`src/rtl/sync_fifo_cfg.sv`:
```
// Single-clock FIFO with registered or first-word-fall-through read port,
// configurable almost-full/almost-empty thresholds and overflow/underflow pulses.
module sync_fifo_cfg #(
   parameter int DATA_WIDTH = 8,
   parameter int ADDR_WIDTH = 4,
   parameter bit FWFT       = 1'b0,
   parameter int AFULL_TH   = 14,
   parameter int AEMPTY_TH  = 2
) (
   input  logic                  clk,
   input  logic                  rst_n,
   input  logic                  wr_en,
   input  logic [DATA_WIDTH-1:0] wr_data,
   input  logic                  rd_en,
   output logic [DATA_WIDTH-1:0] rd_data,
   output logic                  rd_valid,
   output logic                  full,
   output logic                  empty,
   output logic                  almost_full,
   output logic                  almost_empty,
   output logic [ADDR_WIDTH:0]   data_count,
   output logic                  overflow,
   output logic                  underflow
);

   localparam int DEPTH = 1 << ADDR_WIDTH;
   localparam logic [ADDR_WIDTH:0] DEPTH_C  = (ADDR_WIDTH+1)'(DEPTH);
   localparam logic [ADDR_WIDTH:0] AFULL_C  = (ADDR_WIDTH+1)'(AFULL_TH);
   localparam logic [ADDR_WIDTH:0] AEMPTY_C = (ADDR_WIDTH+1)'(AEMPTY_TH);

   logic [DATA_WIDTH-1:0] mem_q [DEPTH];
   logic [ADDR_WIDTH-1:0] wr_ptr_q, wr_ptr_d;
   logic [ADDR_WIDTH-1:0] rd_ptr_q, rd_ptr_d;
   logic [ADDR_WIDTH:0]   count_q, count_d;
   logic                  overflow_q, underflow_q;
   logic                  wr_acc, rd_acc;

   // All status flags come from the registered count, so they never glitch.
   assign full         = (count_q == DEPTH_C);
   assign empty        = (count_q == '0);
   assign almost_full  = (count_q >= AFULL_C);
   assign almost_empty = (count_q <= AEMPTY_C);
   assign data_count   = count_q;
   assign overflow     = overflow_q;
   assign underflow    = underflow_q;

   assign wr_acc = wr_en & ~full;
   assign rd_acc = rd_en & ~empty;

   always_comb begin
      // NOTE: every output of this block gets a default first, so no latch is inferred.
      wr_ptr_d = wr_ptr_q;
      rd_ptr_d = rd_ptr_q;
      count_d  = count_q;
      if (wr_acc) wr_ptr_d = wr_ptr_q + 1'b1;
      if (rd_acc) rd_ptr_d = rd_ptr_q + 1'b1;
      case ({wr_acc, rd_acc})
         2'b10:   count_d = count_q + 1'b1;
         2'b01:   count_d = count_q - 1'b1;
         default: count_d = count_q;
      endcase
   end

   always_ff @(posedge clk) begin
      // NOTE: sequential state uses non-blocking assignment so all registers update together.
      if (!rst_n) begin
         wr_ptr_q    <= '0;
         rd_ptr_q    <= '0;
         count_q     <= '0;
         overflow_q  <= 1'b0;
         underflow_q <= 1'b0;
      end else begin
         wr_ptr_q    <= wr_ptr_d;
         rd_ptr_q    <= rd_ptr_d;
         count_q     <= count_d;
         overflow_q  <= wr_en & full;
         underflow_q <= rd_en & empty;
      end
   end

   // NOTE: storage has no reset; the count keeps unwritten words from ever being read out.
   always_ff @(posedge clk) begin
      if (rst_n && wr_acc) mem_q[wr_ptr_q] <= wr_data;
   end

   generate
      if (FWFT) begin : g_fwft
         assign rd_data  = empty ? '0 : mem_q[rd_ptr_q];
         assign rd_valid = ~empty;
      end else begin : g_std
         logic [DATA_WIDTH-1:0] rd_data_q;
         logic                  rd_valid_q;

         always_ff @(posedge clk) begin
            if (!rst_n) begin
               rd_data_q  <= '0;
               rd_valid_q <= 1'b0;
            end else begin
               rd_valid_q <= rd_acc;
               if (rd_acc) rd_data_q <= mem_q[rd_ptr_q];
            end
         end

         assign rd_data  = rd_data_q;
         assign rd_valid = rd_valid_q;
      end
   endgenerate

endmodule

```
`config.mk`:
```
export PLATFORM = sky130hd
export DESIGN_NAME = sync_fifo_cfg
export DESIGN_NICKNAME = d
export VERILOG_FILES = /design/src/rtl/sync_fifo_cfg.sv
export SDC_FILE = /design/constraint.sdc
export NUM_CORES = 1
export LEC_CHECK = 0
export CORE_ASPECT_RATIO = 1.4
export CORE_MARGIN = 4
export CORE_UTILIZATION = 45
export CTS_CLUSTER_SIZE = 10
export DETAILED_ROUTE_END_ITERATION = 8
export DONT_BUFFER_PORTS = 1
export GPL_TIMING_DRIVEN = 1
export HOLD_SLACK_MARGIN = 0.1
export PLACE_DENSITY = 0.66
export SLEW_MARGIN = 15
export SYNTH_ARGS = -nofsm -noshare
export SYNTH_HDL_FRONTEND = slang
export SYNTH_SLANG_ARGS = --single-unit
export TNS_END_PERCENT = 5
```
`constraint.sdc`:
```
create_clock -name clk -period 5.3 [get_ports clk]
set_input_delay 1.06 -clock clk [delete_from_list [all_inputs] [get_ports clk]]
set_output_delay 1.06 -clock clk [all_outputs]
set_load 0.03 [all_outputs]
```
======== Word level (Yosys, flattened, before mapping) ========
Memories as Yosys holds them, arrays and structs flattened. A register that Yosys moved wholly into a read port is not among the register bits.
Index checks and enable logic that the tools add are counted.
storage, ports and cells
  memory bits (writable) .................. 128
  memories ................................ 1
  input port bits ......................... 12
  flip-flop bits (word level) ............. 16
  output and inout port bits .............. 20
  logic and storage cells ................. 29
cells by class
  muxes and demuxes ....................... 3
  bitwise gates (word level) .............. 6
  equality and inequality tests ........... 3
  reduce and logical (&&, ||, !) cells .... 4
  add/subtract/negate cells ............... 4
  $lt $le $gt $ge ......................... 2
memories
  name   depth  bits a word  rd ports  clocked after Yosys merged registers in  write ports  RTL line  text
  mem_q  16     8            1         1                                        1            31        logic [DATA_WIDTH-1:0] mem_q [DEPTH];
operators by type and width
  kind                 count
  $pmux 5 s2           1
  $add 4x1->4 const B  2
  $add 5x1->5 const B  1
  $eq 5x5->1 const B   1
  $ge 5x4->1 const B   1
  $le 5x2->1 const B   1
  $logic_not 5->1      1
  $sub 5x1->5 const B  1
  $and 1x1->1          4
  $eq 2x1->1 const B   1
  $eq 2x2->1 const B   1
  $mux 1               2
  $not 1->1            2
  $reduce_bool 2->1    1
  $logic_and 1x1->1    1
  $logic_not 1->1      1

======== Longest topological paths before layout ========
  word-level depth ........................ 6
  gate-level depth with buffers ........... 12
  mapped depth without buffers ............ 11

======== Least setup slack after synthesis ========
OpenSTA, ideal clock, no wires.
  path kind ............................... reg-to-output
  from .................................... register count_q[1], in the netlist data_count[1]
  to ...................................... output port almost_empty
  cell stages (with the launch flop) ...... 2
  path buffers ............................ 0
  arrival time ............................ 2.107 ns
  required time ........................... 4.240 ns
  path slack .............................. 2.133 ns
  path through ............................ dfxtp_1 > a2111oi_0
on the way
  word-level cells in the longest chain between the ends .. 1
ends and longest elaborated chain
  item                    RTL line  text
  from (decl)             34        logic [ADDR_WIDTH:0] count_q, count_d;
  from (signal assigned)  75        count_q <= count_d;
  $le 5x2->1              42        assign almost_empty = (count_q <= AEMPTY_C);
  to (decl)               20        output logic almost_empty,
No other way between the ends.

======== Final worst setup path ========
  from .................................... register count_q[0], in the netlist data_count[0]
  to ...................................... register count_q[4], in the netlist data_count[4]
on the way
  word-level cells in the longest chain between the ends .. 5
  elaborated cells on any way between the ends .. 12
  classes of those cells .................. 2 x add/sub; 3 x eq/ne; 1 x mux; 4 x bitwise; 2 x reduce/logical
ends and longest elaborated chain
  item                                             RTL line  text
  $eq 5x5->1 or $logic_not 5->1 (tied branches)    39, 40
  $not 1->1 (on tied branches)                     47, 48
  $and 1x1->1 (on tied branches)                   47, 48
  $eq 2x1->1 or $eq 2x2->1 (tied branches)         57        case ({wr_acc, rd_acc})
  $pmux 5 s2 or $reduce_bool 2->1 (tied branches)  --
Several ways; a longest one is shown, not always the timed one.
A chain may end at the register's enable or synchronous reset.

==> flow_summary.yaml <==
status:
  status: "finished, final reports clean"
worst_hold_path:
  hp-start: "wr_ptr_q[0]"
  hold_path_depth: 3
  hold_path_end: "wr_ptr_q[3]"
  holdCritPathClass: "reg2reg"
sta:
  fin_crit_sh_pct: 57.5
  slew_headroom_pct: 24.2
  rsz0062_at_grt: "no"
  timing.final.ws_setup_ns: 2.25
  fin_crit_ns: 3.05
  hold_violations: 0
  setup_viol: 0
  worst_slew_pin_slew_ns: 1.13
  setup_tns_ns: 0
  fin_worst_skew_ns: 0.00508
  fin_hold_ws_ns: 0.668
  slew_violations: 0
  fmax_mhz: 328
cts:
  cts.hold.buffers_added: 0
  tritoncts: "yes"
  htreeDepth: 4
  post_cts_buffers: 0
  cts_buffers: 17
  clk_pin_slew_ns: 0.06
  post_cts_resized: 0
  numClockSinks: 152
  clockBufferDepth: 2
  clock_latency_ns: 0.42
  cts-root-buf: "clkbuf_16"
worst_setup_path:
  cp.required_ns: 5.60
  critical_path.max_stage_delay_ns: 0.70
  critPathLaunchType: "flop"
  path_class: "reg2reg"
  path_max_fanout: 22
  cp.buffers_inverters: 2
  crit-reg2reg-launch: "data_count[0]"
  cp_top_family: "simple AND/OR/NAND/NOR gates"
  arrival_ns: 3.35
  r2r_end: "data_count[4]"
  crit_path_end_kind: "flop"
  cp_cell_sequence: "nor4_4, a21boi_2, buf_4, ha_1, inv_1, fa_1, nor2b_1, o21ai_0, nand3_1, or3b_1, mux2i_1"
  r2r_cells: 11
  ff2ff_setup_slack_ns: 2.25
  slowest_stage: "dfxtp_1"
logic_synthesis:
  syn-instance-count: 400
  synth_top_area_cell: "edfxtp_1"
  ys_top_cells_by_area: "edfxtp_1 (63%), mux2i_1 (11%), dfxtp_1 (7.8%), o22ai_1 (3.3%), ha_1 (1.8%)"
  synth_top_area_share_pct: 62.7
  synth_cell_type_count: 35
  yosys_register_bits: 152
  synth_warnings: 0
  ys_seq_area_share_pct: 70.5
  syn_area_per_cell_um2: 15.3
  synth.net_count: 422
  synth_area_um2: 6130
global_routing:
  grt_usage_pct: 16.6
  grt_start_max_net_pins: 38
  grt_pass1_vias: 3243
  antenna_found_initial: 0
  grt-ovfl-total: 0
  grt_pass1_wl_um: 19000
drt:
  firstDrtPassIters: 4
  viasPerCell: 5.42
  drt-initial-drc-count: 183
  via_count: 3217
  drc: 0
  wl_um: 12500
  wire_per_inst_um: 21.1
  antenna_left: 0
power:
  leakagePower_nw: 2.14
  power_density_nw_per_um2: 468
  ir_drop_v: 0.000421
finish:
  fillers: 1112
  final_cells: 594
  area_growth_syn_to_layout_pct: 11.8
  antenna_cells: 0
  drive_gt1_share_pct: 8.74
  multi_input_area_um2: 1650
  seq_area_um2: 4330
  finalNetCount: 423
die:
  die_h_um: 146
  dieArea_um2: 15600
  die_w_um: 107
  ios: 32
  initial_core_util_pct: 45.8
  rows: 50
  core_um2: 13400
placed_design:
  place.gp.congestion: 0.791
  dp.cells: 564
  dp_hpwl_um: 8160
  port_buffers: 0
  pre_cts_ws_ns: 2.08
flow_run:
  drv_cap: 0
-- flip-flops by register name, summed over array words and instances (netlist names) --
| register | cells |
|---|---|
| underflow | 1 |
| wr_ptr_q | 4 |
| overflow | 1 |
| rd_ptr_q | 4 |
| mem_q | 128 |
| rd_valid | 1 |
| rd_data | 8 |
| data_count | 5 |
-- layout make-up --
class                           count  share of cell area [%]
Sequential cell                   152                    63.2
Multi-Input combinational cell    218                    24.1
Clock buffer                       18                    6.26
Tap cell                          182                    3.32
Clock inverter                     12                    2.32
Inverter                            9                   0.493
Timing Repair Buffer                3                   0.329
-- worst register-to-register path, delay by kind of cell, from the launching register on --
family | cells | cell delay [ns]
AND/OR/NAND/NOR | 4 | 0.76
adder cells (fa/ha/maj) | 2 | 0.71
flip-flops | 1 | 0.70
buffers and inverters | 2 | 0.37
AO/OA/AOI/OAI | 2 | 0.28
multiplexers | 1 | 0.13
-- logic make-up (layout without fill, tap and decap cells) --
group                    after synthesis  in the layout  share of synthesized area (%)
flip-flops                           152            152                           70.5
AND/OR/NAND/NOR                       74             74                           6.65
multiplexers                          66             66                           10.8
AO/OA/AOI/OAI                         59             59                           5.90
buffers and inverters                 30             42                           2.69
adder cells (fa/ha/maj)               10             10                           2.16
XOR/XNOR                               9              9                           1.29
-- layer usage --
metal	GRT usage [%]	wire length, um
met2	28.7	6570
met5	0	0
met3	4.78	919
met4	6.33	344
met1	19.5	4680
-- how the worst max path moves through the flow --
stage	startpoint	endpoint	slack, ns	cells past startpoint
after floorplan	data_count[1]	almost_empty	2.13	1
after global placement	rd_en	data_count[4]	2.20	10
after detailed placement	rd_en	data_count[4]	2.08	10
after CTS	data_count[0]	data_count[4]	2.26	11
after global routing	data_count[0]	data_count[4]	2.04	11
final	data_count[0]	data_count[4]	2.25	11
-- placed cells by master, fill, tap and decap left out, drive strengths merged, types with 4 or more instances in the layout --
cell,count
ha,9
edfxtp,128
clkinv,7
nor4,9
bufinv,4
o22ai,32
a21oi,11
clkbuf,18
dfxtp,24
nor2b,4
xor2,4
o21ai,12
nor3,4
nand2,12
inv,9
nand3,7
xnor2,5
and2,11
mux2i,66
nor2,15
-- metrics by stage --
stage          power (mW)  cell area [um2]  utilization (%)
5_1_grt              3.33             6850             51.2
2_1_floorplan        1.92             6130                -
3_3_place_gp         2.00             6260             46.8
3_5_place_dp         2.03             6260             46.8
4_1_cts              3.23             6850             51.1
6_report             3.21             6850             51.2
-- synthesized netlist by cell type --
cell type and n:
nand2b_1 2, clkbuf_1 5, nor4_4 1, or3_1 1
a21boi_2 1, dfxtp_1 24, inv_1 9, xnor2_1 5
nand3_1 7, xor2_1 4, buf_4 1, a21o_1 1
and2_4 1, edfxtp_1 128, nand2_1 12, nor2_1 15
and3_1 2, nor3_1 4, nand3b_1 3, o22ai_1 32
buf_1 1, and2_1 10, a21boi_4 1, buf_2 9
a21oi_1 11, mux2i_1 66, a2111oi_0 1, ha_1 9
buf_6 5, nor2b_1 4, o21ai_0 12, nand4_1 2
or3b_1 2, fa_1 1, nor4_1 8
-- power by group --
part / total (mW) / internal [mW] / switching (mW)
logic: 0.434 / 0.164 / 0.270
registers: 1.57 / 1.37 / 0.198
clock network: 1.20 / 0.772 / 0.432
(Power assumes the default switching activity.)
